### config.mk
export PLATFORM = sky130hd
export DESIGN_NAME = csa_serial_add_ctrl_flat
export DESIGN_NICKNAME = d
export VERILOG_FILES = /design/src/rtl/csa_pkg.sv /design/src/rtl/csa_serial_add_ctrl_if.sv /design/src/rtl/csa8_slice.sv /design/src/rtl/csa_serial_add_ctrl.sv /design/src/flat_wrapper.sv
export SDC_FILE = /design/constraint.sdc
export NUM_CORES = 1
export LEC_CHECK = 0
export ABC_AREA = 1
export BUFFER_PORTS_ARGS = -buffer_cell sky130_fd_sc_hd__buf_2
export CAP_MARGIN = 40
export CORE_UTILIZATION = 35
export CTS_BUF_LIST = sky130_fd_sc_hd__clkbuf_2
export DETAILED_ROUTE_END_ITERATION = 6
export GPL_TIMING_DRIVEN = 0
export PLACE_DENSITY_LB_ADDON = 0.12
export SLEW_MARGIN = 20
export SYNTH_ARGS = -nofsm -noshare
export SYNTH_HDL_FRONTEND = slang
export SYNTH_SLANG_ARGS = --single-unit
### constraint.sdc
create_clock -name clk -period 7.9 [get_ports clk]
set_clock_uncertainty 0.05 [all_clocks]
set_input_delay 0.395 -clock clk [delete_from_list [all_inputs] [get_ports clk]]
set_output_delay 0.395 -clock clk [all_outputs]
set_load 0.005 [all_outputs]
### src/rtl/csa_pkg.sv
// Shared definitions for the byte-serial carry-select adder: controller state
// encodings, byte width and the 4-bit ripple helper used by the adder slice.
package csa_pkg;

    localparam int BYTE_W = 8;

    typedef enum logic [1:0] {
        ST_IDLE = 2'd0,
        ST_ADD  = 2'd1,
        ST_DONE = 2'd2
    } state_t;

    // cTop is the carry entering the top bit of the nibble, needed for overflow.
    typedef struct packed {
        logic [3:0] sum;
        logic       cout;
        logic       cTop;
    } ripple4_t;

    function automatic ripple4_t ripple4(input logic [3:0] a,
                                         input logic [3:0] b,
                                         input logic       cin);
        ripple4_t r;
        logic     c;
        r = '0;
        c = cin;
        for (int i = 0; i < 4; i++) begin
            if (i == 3) r.cTop = c;
            r.sum[i] = a[i] ^ b[i] ^ c;
            c = (a[i] & b[i]) | (c & (a[i] ^ b[i]));
        end
        r.cout = c;
        return r;
    endfunction

endpackage

### src/rtl/csa_serial_add_ctrl_if.sv
// Start/busy/done request bus between a datapath (master) and the serial adder
// controller (slave); operand width follows the NBYTES parameter.
interface csa_serial_add_ctrl_if #(parameter int NBYTES = 4);

    localparam int W = csa_pkg::BYTE_W * NBYTES;

    logic         start;
    logic [W-1:0] A;
    logic [W-1:0] B;
    logic         Cin;
    logic         busy;
    logic         done;
    logic [W-1:0] S;
    logic         Cout;
    logic         ovf;

    modport master (
        output start, A, B, Cin,
        input  busy, done, S, Cout, ovf
    );

    modport slave (
        input  start, A, B, Cin,
        output busy, done, S, Cout, ovf
    );

endinterface

### src/rtl/csa8_slice.sv
// Combinational 8-bit carry-select adder: lower nibble ripples, upper nibble is
// precomputed for both carry values and selected by the lower carry-out.
module csa8_slice
    import csa_pkg::*;
(
    input  logic [7:0] a,
    input  logic [7:0] b,
    input  logic       cin,
    output logic [7:0] sum,
    output logic       cout,
    output logic       c7
);

    ripple4_t lo;
    ripple4_t hi0;
    ripple4_t hi1;
    ripple4_t hiSel;

    // c7 comes from the selected upper nibble so the controller can form overflow.
    always_comb begin
        lo    = ripple4(a[3:0], b[3:0], cin);
        hi0   = ripple4(a[7:4], b[7:4], 1'b0);
        hi1   = ripple4(a[7:4], b[7:4], 1'b1);
        hiSel = lo.cout ? hi1 : hi0;
        sum   = {hiSel.sum, lo.sum};
        cout  = hiSel.cout;
        c7    = hiSel.cTop;
    end

endmodule

### src/rtl/csa_serial_add_ctrl.sv
// Byte-serial adder controller: feeds one shared 8-bit carry-select slice one
// byte per clock, LSB first, chaining the carry through a register.
module csa_serial_add_ctrl
    import csa_pkg::*;
#(
    parameter int NBYTES = 4
) (
    input logic                 clk,
    input logic                 rst,
    csa_serial_add_ctrl_if.slave bus
);

    localparam int W     = BYTE_W * NBYTES;
    localparam int IDX_W = (NBYTES > 1) ? $clog2(NBYTES) : 1;
    localparam logic [IDX_W-1:0] LAST_IDX = IDX_W'(NBYTES - 1);

    state_t           state;
    state_t           stateNext;
    logic [IDX_W-1:0] byteIdx;
    logic [W-1:0]     aReg;
    logic [W-1:0]     bReg;
    logic [W-1:0]     sumReg;
    logic             carryReg;
    logic             coutReg;
    logic             ovfReg;

    logic [7:0] sliceA;
    logic [7:0] sliceB;
    logic [7:0] sliceSum;
    logic       sliceCout;
    logic       sliceC7;
    logic       accept;
    logic       lastByte;

    assign accept   = (state == ST_IDLE) && bus.start;
    assign lastByte = (byteIdx == LAST_IDX);
    assign sliceA   = aReg[BYTE_W*byteIdx +: BYTE_W];
    assign sliceB   = bReg[BYTE_W*byteIdx +: BYTE_W];

    csa8_slice u_slice (
        .a    (sliceA),
        .b    (sliceB),
        .cin  (carryReg),
        .sum  (sliceSum),
        .cout (sliceCout),
        .c7   (sliceC7)
    );

    always_ff @(posedge clk or posedge rst) begin
        if (rst) state <= ST_IDLE;
        else     state <= stateNext;
    end

    always_comb begin
        stateNext = state;
        case (state)
            ST_IDLE: if (bus.start) stateNext = ST_ADD;
            ST_ADD:  if (lastByte)  stateNext = ST_DONE;
            ST_DONE: stateNext = ST_IDLE;
            default: stateNext = ST_IDLE;
        endcase
    end

    // Operands are captured only on an accepted start, so A/B/Cin may move while busy.
    always_ff @(posedge clk or posedge rst) begin
        if (rst) begin
            byteIdx  <= '0;
            aReg     <= '0;
            bReg     <= '0;
            sumReg   <= '0;
            carryReg <= 1'b0;
            coutReg  <= 1'b0;
            ovfReg   <= 1'b0;
        end else if (accept) begin
            byteIdx  <= '0;
            aReg     <= bus.A;
            bReg     <= bus.B;
            sumReg   <= '0;
            carryReg <= bus.Cin;
            coutReg  <= 1'b0;
            ovfReg   <= 1'b0;
        end else if (state == ST_ADD) begin
            sumReg[BYTE_W*byteIdx +: BYTE_W] <= sliceSum;
            carryReg <= sliceCout;
            if (lastByte) begin
                coutReg <= sliceCout;
                ovfReg  <= sliceC7 ^ sliceCout;
            end else begin
                byteIdx <= byteIdx + 1'b1;
            end
        end
    end

    assign bus.busy = (state != ST_IDLE);
    assign bus.done = (state == ST_DONE);
    assign bus.S    = sumReg;
    assign bus.Cout = coutReg;
    assign bus.ovf  = ovfReg;

endmodule
### src/flat_wrapper.sv
// flat-port wrapper written by rule: the top's interface ports become plain ports
module csa_serial_add_ctrl_flat import csa_pkg::*;
#(
    parameter int NBYTES = 4
)
  (clk, rst, bus_start, bus_A, bus_B, bus_Cin, bus_busy, bus_done, bus_S, bus_Cout, bus_ovf);
  csa_serial_add_ctrl_if #(.NBYTES(NBYTES)) bus_i ();
  input logic clk;
  input logic rst;
  input wire logic [$bits(bus_i.start)-1:0] bus_start;
  input wire logic [$bits(bus_i.A)-1:0] bus_A;
  input wire logic [$bits(bus_i.B)-1:0] bus_B;
  input wire logic [$bits(bus_i.Cin)-1:0] bus_Cin;
  output wire logic [$bits(bus_i.busy)-1:0] bus_busy;
  output wire logic [$bits(bus_i.done)-1:0] bus_done;
  output wire logic [$bits(bus_i.S)-1:0] bus_S;
  output wire logic [$bits(bus_i.Cout)-1:0] bus_Cout;
  output wire logic [$bits(bus_i.ovf)-1:0] bus_ovf;
  assign bus_i.start = bus_start;
  assign bus_i.A = bus_A;
  assign bus_i.B = bus_B;
  assign bus_i.Cin = bus_Cin;
  assign bus_busy = bus_i.busy;
  assign bus_done = bus_i.done;
  assign bus_S = bus_i.S;
  assign bus_Cout = bus_i.Cout;
  assign bus_ovf = bus_i.ovf;
  csa_serial_add_ctrl #(.NBYTES(NBYTES)) u_core (.clk(clk), .rst(rst), .bus(bus_i));
endmodule
==> impl_metrics.ini <==
[route]
drtIter0Drc = 295
vias = 4342
dr.pass1.iters = 6
wl_mm = 13.64
ant_nets = 0
drcViolationCount = 0
wl_per_cell_um = 14.53
viasPerCell = 4.624

[final_layout]
nets = 839
layout_commonest_cell = nand2_1
syn_to_final_growth_pct = 31.54
drive_gt1_frac = 0.1955
final_cells = 939
final_cell_mix = 282 x nand2_1, 117 x buf_2, 103 x dfrtp_1
register_area_mm2 = 0.002577
final_util = 0.4733
fin_area_mm2 = 0.006267
fill_cells = 1341
multiInputGateArea_mm2 = 0.001956

[logic_synthesis]
yosysUniqueCellTypes = 27
synthesis.nets = 658
synthMuxAreaShare = 0
syn_area_per_cell_um2 = 8.257
synth_xor_area_frac = 0.003676
synth_area_mm2 = 0.004765
yosys_warnings = 0
synthSimpleGateAreaFrac = 0.2799
netlist_instances = 577
synth.yosys.seq_area_share = 0.5410
synthAdderAreaFrac = 0.04202
synth-seq-cells = 103
synth_compound_area_frac = 0.08482
synth_top_family_by_area = simple AND/OR/NAND/NOR gates

[critical_path]
cp_max_fo = 10
required_ps = 8380
critPathMaxStageDelay_ps = 590
r2r_slack_ps = 3410
critPathLaunchType = register
critPathBufInv = 4
crit_type = reg2reg
cp_cell_sequence = buf_2, clkbuf_1, a21oi_1, a32o_1, fa_1, fa_1, fa_1, inv_1, fa_1, inv_1, nor2_1, nand2_1, nand3_1, nand2_1, fa_1, nand3_1, o21ai_0
crit_path_top_delay_cell = fa_1
end_kind = register
crit_family = adder cells
arrival_ps = 4960
cp_common_cell = fa_1

[sta]
rsz0062_at_grt = false
final.period_utilization = 0.5679
finalSetupTns_ps = 0
max_freq_mhz = 222.9
slew_violations = 0
finalSetupViolations = 0
holdWs_ps = 272.0
fin_ws_ps = 3413
period_minus_slack_ps = 4487
hold_viol_final = 0
max-slew-margin-rel = 0.5654
max_slew.worst_pin.slew_ps = 651.9

[pwr]
pwr-share-comb = 0.562
max-vdd-ir-drop_v = 0.0001404
pwr_density_cell_mw_per_mm2 = 390.5
switchingPower_mw = 1.178
power.total_mw = 2.447
seqPwrFrac = 0.354
switching_share = 0.4812
p_int_mw = 1.270
clkPwrFrac = 0.084
leakagePower_nw = 3.357

[flow_run]
cap_violations = 0

[cts]
root_buffer = clkbuf_2
cts.htree.levels = 3
clock-sinks = 103
cts_buffers = 9
cts_tree = yes
post_cts_resized = 0
clockBufferDepth = 2
clk_pin_slew_ps = 250
clk_latency_ps = 590

[place]
dpl.hpwl_mm = 9.797
place.port_buffers = 103
postPlaceCellArea_mm2 = 0.005533
pre_cts_ws_ps = 3517
place_congestion = 0.8054
dp_cells = 857

[global_routing]
grtUsageTotal = 0.2050
grt_start_max_net_pins = 61
grt_pass1_vias = 4289
grt_pass1_wl_mm = 21.67
antenna_found_initial = 1
grt.overflow.total = 0

[floorplan]
die_y_um = 118.7
ios = 104
num_rows = 42
dieArea_mm2 = 0.01408
fp.coreArea_mm2 = 0.01324
die_x_um = 118.7
initial_utilization = 0.3598

[worst_hold_path]
min_path_type = in2async

[run_status]
status = completed
area by class of cell:
class	instances	area share
multi-input cells	423	0.3120
plain buffers	26	0.02196
clock buffers	12	0.009583
well taps	176	0.03514
flip-flops and latches	103	0.4113
repair buffers	170	0.1921
clock inverters	3	0.001797
diodes	1	0.0003993
inverters	25	0.01577
final timing paths:
check	depth (start not counted)	from	endpoint
worst max register to register	17	u_core.byteIdx[0]	u_core.bus.S[15]
worst min-delay path	3	rst	u_core.bus.S[22]
worst max-delay path	17	u_core.byteIdx[0]	u_core.bus.S[15]
min in group clk	6	bus_start	u_core.byteIdx[0]
worst min register to register	2	u_core.bus.Cout	u_core.bus.Cout
max in group asynchronous	4	rst	u_core.bReg[20]
worst min-delay path: stages:
cell	delay, ps
dlygate4sd3_1	530
buf_2	140
inv_6	310
routing by layer:
layer,GRT usage,up-vias,wire length (µm)
met5,0,-,0
met4,0.08149,0,180
met3,0.03523,14,606
met2,0.3282,108,6371
met1,0.2758,2029,6482
li1,-,2191,-
what timing repair did:
item	CTS	global route
hold buffers	66	0
setup buffers	0	0
hold endpoints to repair	108	0
cell usage after synthesis (all sizes together):
cell / number / area, µm²
o21ai: 44 / 220.2
o311ai: 1 / 8.760
xor2: 1 / 8.760
ha: 8 / 100.1
dfrtp: 103 / 2577
xnor2: 1 / 8.760
nor2: 30 / 125.1
clkbuf: 7 / 26.28
buf: 19 / 111.4
nand3: 23 / 130.1
a21oi: 8 / 40.04
nand4: 1 / 6.260
a32o: 6 / 60.06
o22ai: 8 / 50.05
nand3b: 1 / 7.510
o31ai: 1 / 7.510
a32oi: 2 / 17.52
nand2: 283 / 1065
inv: 25 / 93.84
fa: 5 / 100.1
cell families (layout without fill, tap and decap cells):
kind of cell / count (synthesis) / after routing
flip-flops: 103 / 103
XOR/XNOR: 2 / 2
buffers and inverters: 51 / 236
other: 0 / 1
AO/OA/AOI/OAI: 70 / 70
AND/OR/NAND/NOR: 338 / 338
adder cells (fa/ha/maj): 13 / 13
registers in the layout, indices dropped and copies added, names as in the netlist:
register / count
u_core.bus.S: 32
u_core.bus.ovf: 1
u_core.byteIdx: 2
u_core.bReg: 32
u_core.state: 2
u_core.bus.Cout: 1
u_core.carryReg: 1
u_core.aReg: 32
power by group through the flow:
stage	logic [mW]	registers [mW]	clock network, mW
detailed placement	1.34	0.877	0
floorplan	0.930	0.833	0
finish	1.37	0.867	0.206
global route	1.56	0.889	0.236
CTS	1.37	0.866	0.215
global placement	1.32	0.877	0
(Power assumes the default switching activity.)
